[config.mk]
export PLATFORM = sky130hd
export DESIGN_NAME = data_stack
export DESIGN_NICKNAME = d
export VERILOG_FILES = /design/src/rtl/data_stack.sv
export SDC_FILE = /design/constraint.sdc
export NUM_CORES = 1
export LEC_CHECK = 0
export CAP_MARGIN = 10
export CORE_UTILIZATION = 40
export CTS_BUF_LIST = sky130_fd_sc_hd__clkbuf_8
export DETAILED_ROUTE_END_ITERATION = 12
export SLEW_MARGIN = 20
export SYNTH_ARGS = -nofsm -noshare
export SYNTH_HDL_FRONTEND = slang
export SYNTH_SLANG_ARGS = --single-unit
[constraint.sdc]
create_clock -name CLK -period 11.29 [get_ports CLK]
set_clock_uncertainty 0.1 [all_clocks]
set_input_delay 1.129 -clock CLK [delete_from_list [all_inputs] [get_ports CLK]]
set_output_delay 1.129 -clock CLK [all_outputs]
set_load 0.005 [all_outputs]
[src/rtl/data_stack.sv]
// LIFO operand stack: register-array storage addressed by a stack pointer that doubles as depth.
// Exposes the two topmost entries and a sticky overflow/underflow error flag.
module data_stack #(
  parameter int WIDTH = 16,
  parameter int DEPTH = 16,
  parameter int PW    = 5
) (
  input  logic             CLK,
  input  logic             rst_n,
  input  logic             push,
  input  logic             pop,
  input  logic [WIDTH-1:0] din,
  output logic [WIDTH-1:0] top,
  output logic [WIDTH-1:0] next,
  output logic [PW-1:0]    depth,
  output logic             full,
  output logic             empty,
  output logic             err
);

  localparam int AW = PW - 1;

  logic [WIDTH-1:0] mem [DEPTH];
  logic [PW-1:0]    sp;
  logic             err_q;

  logic [AW-1:0] top_idx;
  logic [AW-1:0] next_idx;
  logic          do_push;
  logic          do_pop;
  logic          do_repl;
  logic          bad_op;
  logic          wr_en;
  logic [AW-1:0] wr_addr;

  assign top_idx  = AW'(sp - PW'(1));
  assign next_idx = AW'(sp - PW'(2));
  assign empty    = (sp == '0);
  assign full     = (sp == PW'(DEPTH));

  // NOTE: every signal assigned here gets a value on every path, so no latches are inferred.
  always_comb begin
    do_push = push & ~pop & ~full;
    do_pop  = pop & ~push & ~empty;
    do_repl = push & pop & ~empty;
    bad_op  = (pop & empty) | (push & ~pop & full);
    wr_en   = (do_push | do_repl) & rst_n;
    wr_addr = do_repl ? top_idx : sp[AW-1:0];
  end

  // NOTE: storage is deliberately not reset; entries at or above sp are masked off the outputs.
  always_ff @(posedge CLK) begin
    if (wr_en) mem[wr_addr] <= din;
  end

  // NOTE: sequential state uses non-blocking assignments only.
  always_ff @(posedge CLK or negedge rst_n) begin
    if (!rst_n) begin
      sp    <= '0;
      err_q <= 1'b0;
    end else begin
      if (do_push)     sp <= sp + PW'(1);
      else if (do_pop) sp <= sp - PW'(1);
      if (bad_op) err_q <= 1'b1;
    end
  end

  assign top   = (sp != '0)        ? mem[top_idx]  : '0;
  assign next  = (sp >= PW'(2))    ? mem[next_idx] : '0;
  assign depth = sp;
  assign err   = err_q;

endmodule

==> results.md, run 1 <==
Status:
- The run finished with clean final reports.

Worst setup path:
- Of all nets on the critical path, the largest fanout is 37.
- The worst path required time is 10060 ps.
- The start-to-end type of the worst setup path is reg -> out.
- The critical path launch point type is a flop.
- STA puts the critical path data arrival time at around 4900 ps.
- STA classifies the critical path endpoint as an output pin.

STA:
- The total count of max-transition violations in the final report is 0.
- Setup violations remaining at the end of the flow were counted as 0.
- The slew of the pin with the lowest slew margin is about 1000 ps.
- Setup slack on the critical path of the routed design comes to just over 5000 ps.
- Dividing the final minimum period by the clock period gives between 50% and 60%.
- Setup repair after global routing left no endpoint under its margin.
- The time the worst path needs with I/O delays and setup is about 6200 ps.
- The number of hold violations in the final report is 0.
- In this run the tightest slew margin relative to its limit is roughly a third.
- The setup total negative slack is 0 ps.
- The highest clock frequency the design can meet is about 160 MHz.

Cells and area:
- Cells with a size suffix above 1 make up 31.5% of the layout.
- 0 antenna diodes ended up in the layout.
- After filler insertion, the fill cell instance count of the layout stands at ~2500.
- The commonest non-fill, non-tap cell in the layout is sky130_fd_sc_hd__edfxtp_1.
- Compared with the post-synthesis result, the final layout area differs by 15.7%.
- The post-layout net count is ~730.
- In the layout the commonest cells are sky130_fd_sc_hd__edfxtp_1, sky130_fd_sc_hd__mux4_2, sky130_fd_sc_hd__mux2i_1, sky130_fd_sc_hd__clkdlybuf4s50_1, sky130_fd_sc_hd__clkbuf_8.

Die:
- The initial core utilization is 40.7%.
- The die is around 180 um wide.
- The die is 179 um tall.
- The area of the core is 30700 um2.
- The count of boundary I/O pins is 60.
- The total die area is between 30000 and 40000 um2.
- After floorplanning, the core was divided into 64 placement rows.

Clock network:
- Buffers added to address setup during post-CTS repair amount to 0.
- The clock reaches the later pin of the worst-skew pair after between 500 and 600 ps.
- The total number of clock tree sinks is 262.
- The clock passes through at most 3 buffers.
- The TritonCTS clock tree is done.
- The hold buffer count at CTS is 0.
- The clock transition at the registers of the reported paths is 60 ps.
- The clock tree synthesis step divided the H-tree into 2 levels.
- The number of buffers added by the clock tree synthesis step is 45.
- The clock root buffer is sky130_fd_sc_hd__clkbuf_8.
- The number of gates resized after cts is 0.

Global routing:
- The first global-routing pass estimated 46600 um of wire.
- The number of antenna violations at the first check in global routing is 0.
- Global routing finished with a remaining overflow of 0.
- Global routing used between 20% and 30% of the available tracks.
- The maximum number of pins on one net before global-route repair is 70.
- The via count of the first global-routing pass is 7145.

Placed design:
- The congestion estimate from routability-driven global placement came to ~0.8.
- The placement-stage worst setup slack is 5620 ps.
- The half-perimeter wire length after placement is 17900 um.
- The count of buffers added on input and output ports is between 50 and 60.

Logic synthesis:
- The netlist area before placement is between 10000 and 15000 um2.
- Yosys attributes the largest share of cell area to sky130_fd_sc_hd__edfxtp_1, sky130_fd_sc_hd__mux4_2, sky130_fd_sc_hd__mux2i_1.
- The Yosys step of the flow raised 0 warnings.
- The number of enable-type register cells in the synthesized netlist is between 200 and 300.
- The post-synthesis instance total is approximately 630.
- In the synthesized netlist the async set-or-reset flop fraction comes to roughly 2.3%.
- The number of different library cells used by synthesis comes to 42.
- The sequential area share after synthesis is 62.8%.
- The mean post-synth cell area is 20.0 um2.
- The biggest area contributor in the post-synthesis netlist is sky130_fd_sc_hd__edfxtp_1.
- The synthesis-stage register bit count is roughly 260.
- The net count of the mapped netlist is between 600 and 700.
- In this run the biggest area consumer among cell types represents 61.6% of the synthesized area.
- The predominant post-synthesis flop cell is sky130_fd_sc_hd__edfxtp_1.

Pwr:
- The worst vdd rail ir drop is 0.282 mV.
- The power per cell area is between 200 and 300 nW/um2.
- In this run the static leakage power is about 0.0047 uW.

Route:
- The routed length per instance is approximately 28 um.
- The number of remaining DRC errors is 0.
- The detailed router placed 6843 vias in this run.
- The routed wire length is 31100 um.
- After detailed routing, the number of vias per cell comes to approximately 6.
- The count of antenna-violating nets left after detailed routing is 0.
- The number of design-rule violations left by the first detailed-router iteration is slightly above 700.
- The number of iterations in the first detailed-routing pass is 4.

Job:
- The max capacitance violation total is 0.

Hold path:
- The classification of the worst-slack hold path is reg -> reg.
[sequential cells by signal, indices dropped and copies added (netlist names)]
register  flops
mem         256
err           1
depth         5
[Yosys cell counts, drive strengths merged, types with 5 or more instances]
| master | count |
|---|---|
| a21oi | 11 |
| a31oi | 7 |
| buf | 36 |
| clkbuf | 13 |
| dfrtp | 6 |
| edfxtp | 256 |
| ha | 7 |
| inv | 5 |
| mux2i | 67 |
| mux4 | 128 |
| nor2 | 8 |
| nor3b | 9 |
| o22ai | 32 |
[cell families (layout without fill, tap and decap cells)]
logic type	count (synthesis)	in the layout	synth area share [%]
flip-flops	262	262	62.8
multiplexers	195	195	28.5
AO/OA/AOI/OAI	60	60	3.22
buffers and inverters	54	159	2.19
AND/OR/NAND/NOR	41	41	1.98
adder cells (fa/ha/maj)	7	7	0.702
XOR/XNOR	6	6	0.572
[per-stage QoR]
step | util (%) | cell area (um2) | power (uW) | hold WS (ps) | std cells
CTS | 47.0 | 14400 | 4380 | 388 | 1126
finish | 47.0 | 14400 | 4320 | 380 | 1126
global placement | 44.3 | 13600 | 3550 | 368 | 1048
global route | 47.0 | 14400 | 4550 | 409 | 1126
floorplan | - | 12500 | 2730 | 366 | 625
detailed placement | 44.4 | 13600 | 3570 | 376 | 1048
[critical path: stages (launching register included)]
cell and delay (ps):
sky130_fd_sc_hd__dfrtp_2 1030, sky130_fd_sc_hd__inv_1 330, sky130_fd_sc_hd__ha_4 840, sky130_fd_sc_hd__buf_4 680
sky130_fd_sc_hd__mux4_2 590, sky130_fd_sc_hd__mux2i_1 170, sky130_fd_sc_hd__o22ai_1 130, sky130_fd_sc_hd__clkdlybuf4s50_1 480
[path summary, 6_finish.rpt]
check	start	end	slack (ps)	depth (start not counted)
hold reg to reg	err	err	380	1
min in group asynchronous	rst_n	depth[4]	890	1
hold / removal	err	err	380	1
setup reg to reg	depth[1]	mem[14][3]	6060	7
max in group asynchronous	rst_n	depth[0]	9680	1
setup / recovery	depth[1]	top[1]	5140	7
[report_power, final]
group          total, uW  switching, uW  internal (uW)  leakage, uW
Sequential          1230           95.3           1140      0.00237
Clock                795            373            423     0.000470
Combinational       2290           1100           1200      0.00183
Total               4320           1560           2760      0.00467
[layer usage]
metal | GRT usage, % | routed length, um
met1 | 28.3 | 13400
met2 | 33.3 | 15200
met3 | 3.90 | 1960
met4 | 5.01 | 552
met5 | 0 | 0
[layout make-up]
| type | instances | area [um2] | area share (%) |
|---|---|---|---|
| inverters | 5 | 18.8 | 0.130 |
| flip-flops and latches | 262 | 7840 | 54.4 |
| clock buffers | 46 | 633 | 4.39 |
| repair buffers | 76 | 722 | 5.01 |
| well taps | 396 | 495 | 3.44 |
| multi-input cells | 309 | 4530 | 31.4 |
| clock inverters | 32 | 184 | 1.28 |
Power figures use the tool's default switching activity.
==> run 2: changes to the inputs <==
==> constraint.sdc (replaced) <==
create_clock -name CLK -period 5.45 [get_ports CLK]
set_clock_uncertainty 0.1 [all_clocks]
set_input_delay 0.545 -clock CLK [delete_from_list [all_inputs] [get_ports CLK]]
set_output_delay 0.545 -clock CLK [all_outputs]
set_load 0.005 [all_outputs]
==> run 2 against run 1 <==
  * Critical path depth is the same
  * Combinational power increased by 110%
  * Global-route usage down 0.78 points
  * Sequential share of layout area is 0.24 points higher
  * Die area unchanged
  * Count of clock-buffer cells in the layout is 2 lower
  * Non-clock buffer count grew 9
  * Utilization is 0.21 points lower
  * Flip-flop and latch count stayed put
  * First-iteration DRC count down 16%
  * Final area decreased by 0.44%
  * Cell count rose by 0.36%
==> results.md, run 2 (synthesized netlist as in run 1, its figures left out) <==
Pwr:
- The clock network is responsible for about 18% of the overall power.
- The part of the power in combinational logic is 54.8%.
- The analysis attributes to net switching a power of around 3200 uW.
- The internal portion of the total power is about 5700 uW.
- For this design the static power due to leakage is approximately 0.0047 uW.
- In this run, flip-flops and latches consume ~28% of the power.
- The switching fraction of total power is between 30% and 40%.
- The worst-case IR drop observed on VDD is ~0.47 mV.
- Dividing total power by cell area gives a power density of 615 nW/um2.

Route:
- The count of nets left with antenna violations once routing finished came out at 0.
- Summed over all layers, the routed wires come to about 30000 um.
- The total number of vias is roughly 6800.
- The per-cell via count in the routed design is approximately 6.
- The number of remaining DRC errors is 0.
- The number of iterations in the first detailed-routing pass is 5.
- The routed length per instance is around 27 um.
- In this run, the number of DRC markers left after iteration 0 of detailed routing was roughly 600.

Cells and area:
- The post-layout net count is roughly 730.
- The layout has 2581 filler cells.
- Leaving out fill and tap cells, the most frequent cells in the layout are sky130_fd_sc_hd__edfxtp_1, sky130_fd_sc_hd__mux4_2, sky130_fd_sc_hd__mux2i_1, sky130_fd_sc_hd__clkdlybuf4s50_1, sky130_fd_sc_hd__clkbuf_8.
- 0 antenna diodes ended up in the layout.
- Compared with the post-synthesis result, the final layout area differs by 15.1%.
- The post-route core utilization is between 40 and 50%.
- The register with the most flip-flops in the layout has between 200 and 300 of them.
- The top register by number of flip-flops is mem.
- The commonest non-fill, non-tap cell in the layout is sky130_fd_sc_hd__edfxtp_1.
- The ratio of cells with drive above 1 in the final layout is between 30% and 40%.

Worst setup path:
- STA classifies the critical path endpoint as an output pin.
- The biggest fanout along the worst timing path is 41.
- STA classifies the critical path startpoint as a flop.
- The worst register-to-register path has a setup slack of 1940 ps.
- The worst setup path is of the reg -> out kind.
- For the worst setup path, the data required time is 4810 ps.
- For the worst setup path, the data arrival time is around 3700 ps.

STA:
- The number of setup violations in the final report is 0.
- The total count of max-transition violations in the final report came to 0.
- The worst slew margin relative to its limit is between 20% and 30%.
- The highest clock frequency the design can meet is between 200 and 250 MHz.
- The time the worst path needs with I/O delays and setup is between 4000 and 5000 ps.
- The number of hold violations in the final report is 0.
- Setup repair after global routing left no endpoint under its margin.
- The post-route fraction of the period consumed by the critical path is 80.0%.
- The setup total negative slack is 0 ps.
- For the pin with the worst max-slew slack, the measured transition is between 1000 and 1500 ps.

Placed design:
- In this run the tool buffered the top-level ports with approximately 60 buffer cells.
- At the end of routability-driven placement, the weighted congestion stood at ~0.76.
- Summed over all nets, the half-perimeter wirelength after detailed placement is ~17000 um.

Die:
- The chip width is ~180 um.
- The total die area is ~32000 um2.
- The floorplan has 64 rows.
- In this run the standard cell core region covers between 30000 and 40000 um2.
- During I/O placement, the number of pins put on the boundary was 60.
- For this configuration, the core starts out at a cell density of ~40%.
- From bottom edge to top edge, the die measures between 150 and 200 um.

Clock network:
- The number of setup buffers added after CTS is 0.
- No sink is reached through more buffers than the 3 on the longest clock path.
- CTS saw between 200 and 300 sinks.
- The clock root buffer is sky130_fd_sc_hd__clkbuf_8.
- Clock-pin slew was measured on the worst setup and hold paths at roughly 60 ps.
- TritonCTS built the clock tree.
- The number of buffers added by the clock tree synthesis step is 44.
- The H-tree was split into 2 levels.
- The hold buffer count at CTS is 0.
- The number of gates resized after cts is 0.
- The latest clock arrival within the worst-skew pair is approximately 540 ps.

Global routing:
- The via count of the first global-routing pass is approximately 7100.
- The global-route wire length before repair is about 45000 um.
- For this run the aggregate overflow at the end of global routing stands at 0.
- The number of antenna violations at the first check in global routing was 0.
- The maximum number of pins on one net before global-route repair is 141.
- The overall track demand over capacity in global routing is between 15 and 20%.

Status:
- The flow ran to the end, and the final reports show no timing, DRC or antenna violations.

Hold path:
- The tightest min-delay check is of the in -> async type.

Job:
- The tool flagged a number of max-cap violations equal to 0.
## run 2: changes by cell type in the layout (fill, tap and decap cells not counted), sizes merged
cell | previous run | this run
inv | 19 | 21
clkinvlp | 0 | 1
buf | 17 | 26
bufinv | 2 | 1
clkinv | 16 | 11
clkbuf | 46 | 44
## run 2: area by class of cell
| cell class | instances | area, um2 | share of cell area, % |
|---|---|---|---|
| timing repair buffer | 85 | 798 | 5.56 |
| sequential | 262 | 7840 | 54.6 |
| tap | 396 | 495 | 3.45 |
| clock buffer | 44 | 606 | 4.22 |
| inverter | 5 | 18.8 | 0.131 |
| multi-input combinational | 309 | 4460 | 31.0 |
| clock inverter | 29 | 144 | 1.00 |
## run 2: metal layers
| metal | vias to the layer above | GRT usage (%) | part of all wire [%] |
|---|---|---|---|
| met5 | - | 0 | 0 |
| met4 | 0 | 6.07 | 2.6 |
| met3 | 68 | 3.22 | 5.5 |
| met2 | 246 | 32.4 | 49 |
| met1 | 3613 | 26.8 | 43 |
| li1 | 2878 | - | - |
## run 2: power groups by stage
stage	clock, uW	sequential (uW)	combinational [uW]
CTS	1580	2450	4920
global placement	0	2480	4890
floorplan	0	2440	3210
global route	1670	2460	5180
detailed placement	0	2490	4900
finish	1540	2450	4840
## run 2: worst paths after layout
| check | startpoint | end | cells after the start |
|---|---|---|---|
| worst max-delay path | depth[0] | top[11] | 7 |
| worst min-delay path | rst_n | depth[0] | 1 |
| worst max register to register | depth[0] | mem[7][6] | 7 |
| worst min register to register | err | err | 1 |
| max in group asynchronous | rst_n | depth[0] | 1 |
| min in group CLK | err | err | 1 |
## run 2: through the flow
stage                     worst slack (ps)  hold slack, ps  instance area (um2)  instances  power (uW)
final                                 1090             321                14400       1130        8830
after global routing                   766             329                14400       1130        9310
after CTS                              993             292                14400       1130        8940
after detailed placement              1570             364                13600       1057        7380
after global placement                1590             370                13600       1057        7370
after floorplan                       1220             149                12500        625        5650
## run 2: critical path, cell delays in order (launching register included)
cell and delay (ps):
sky130_fd_sc_hd__dfrtp_4 490, sky130_fd_sc_hd__inv_1 190, sky130_fd_sc_hd__ha_4 680, sky130_fd_sc_hd__buf_4 450, sky130_fd_sc_hd__mux4_2 560, sky130_fd_sc_hd__mux2i_1 160, sky130_fd_sc_hd__o22ai_1 110, sky130_fd_sc_hd__clkdlybuf4s50_1 500
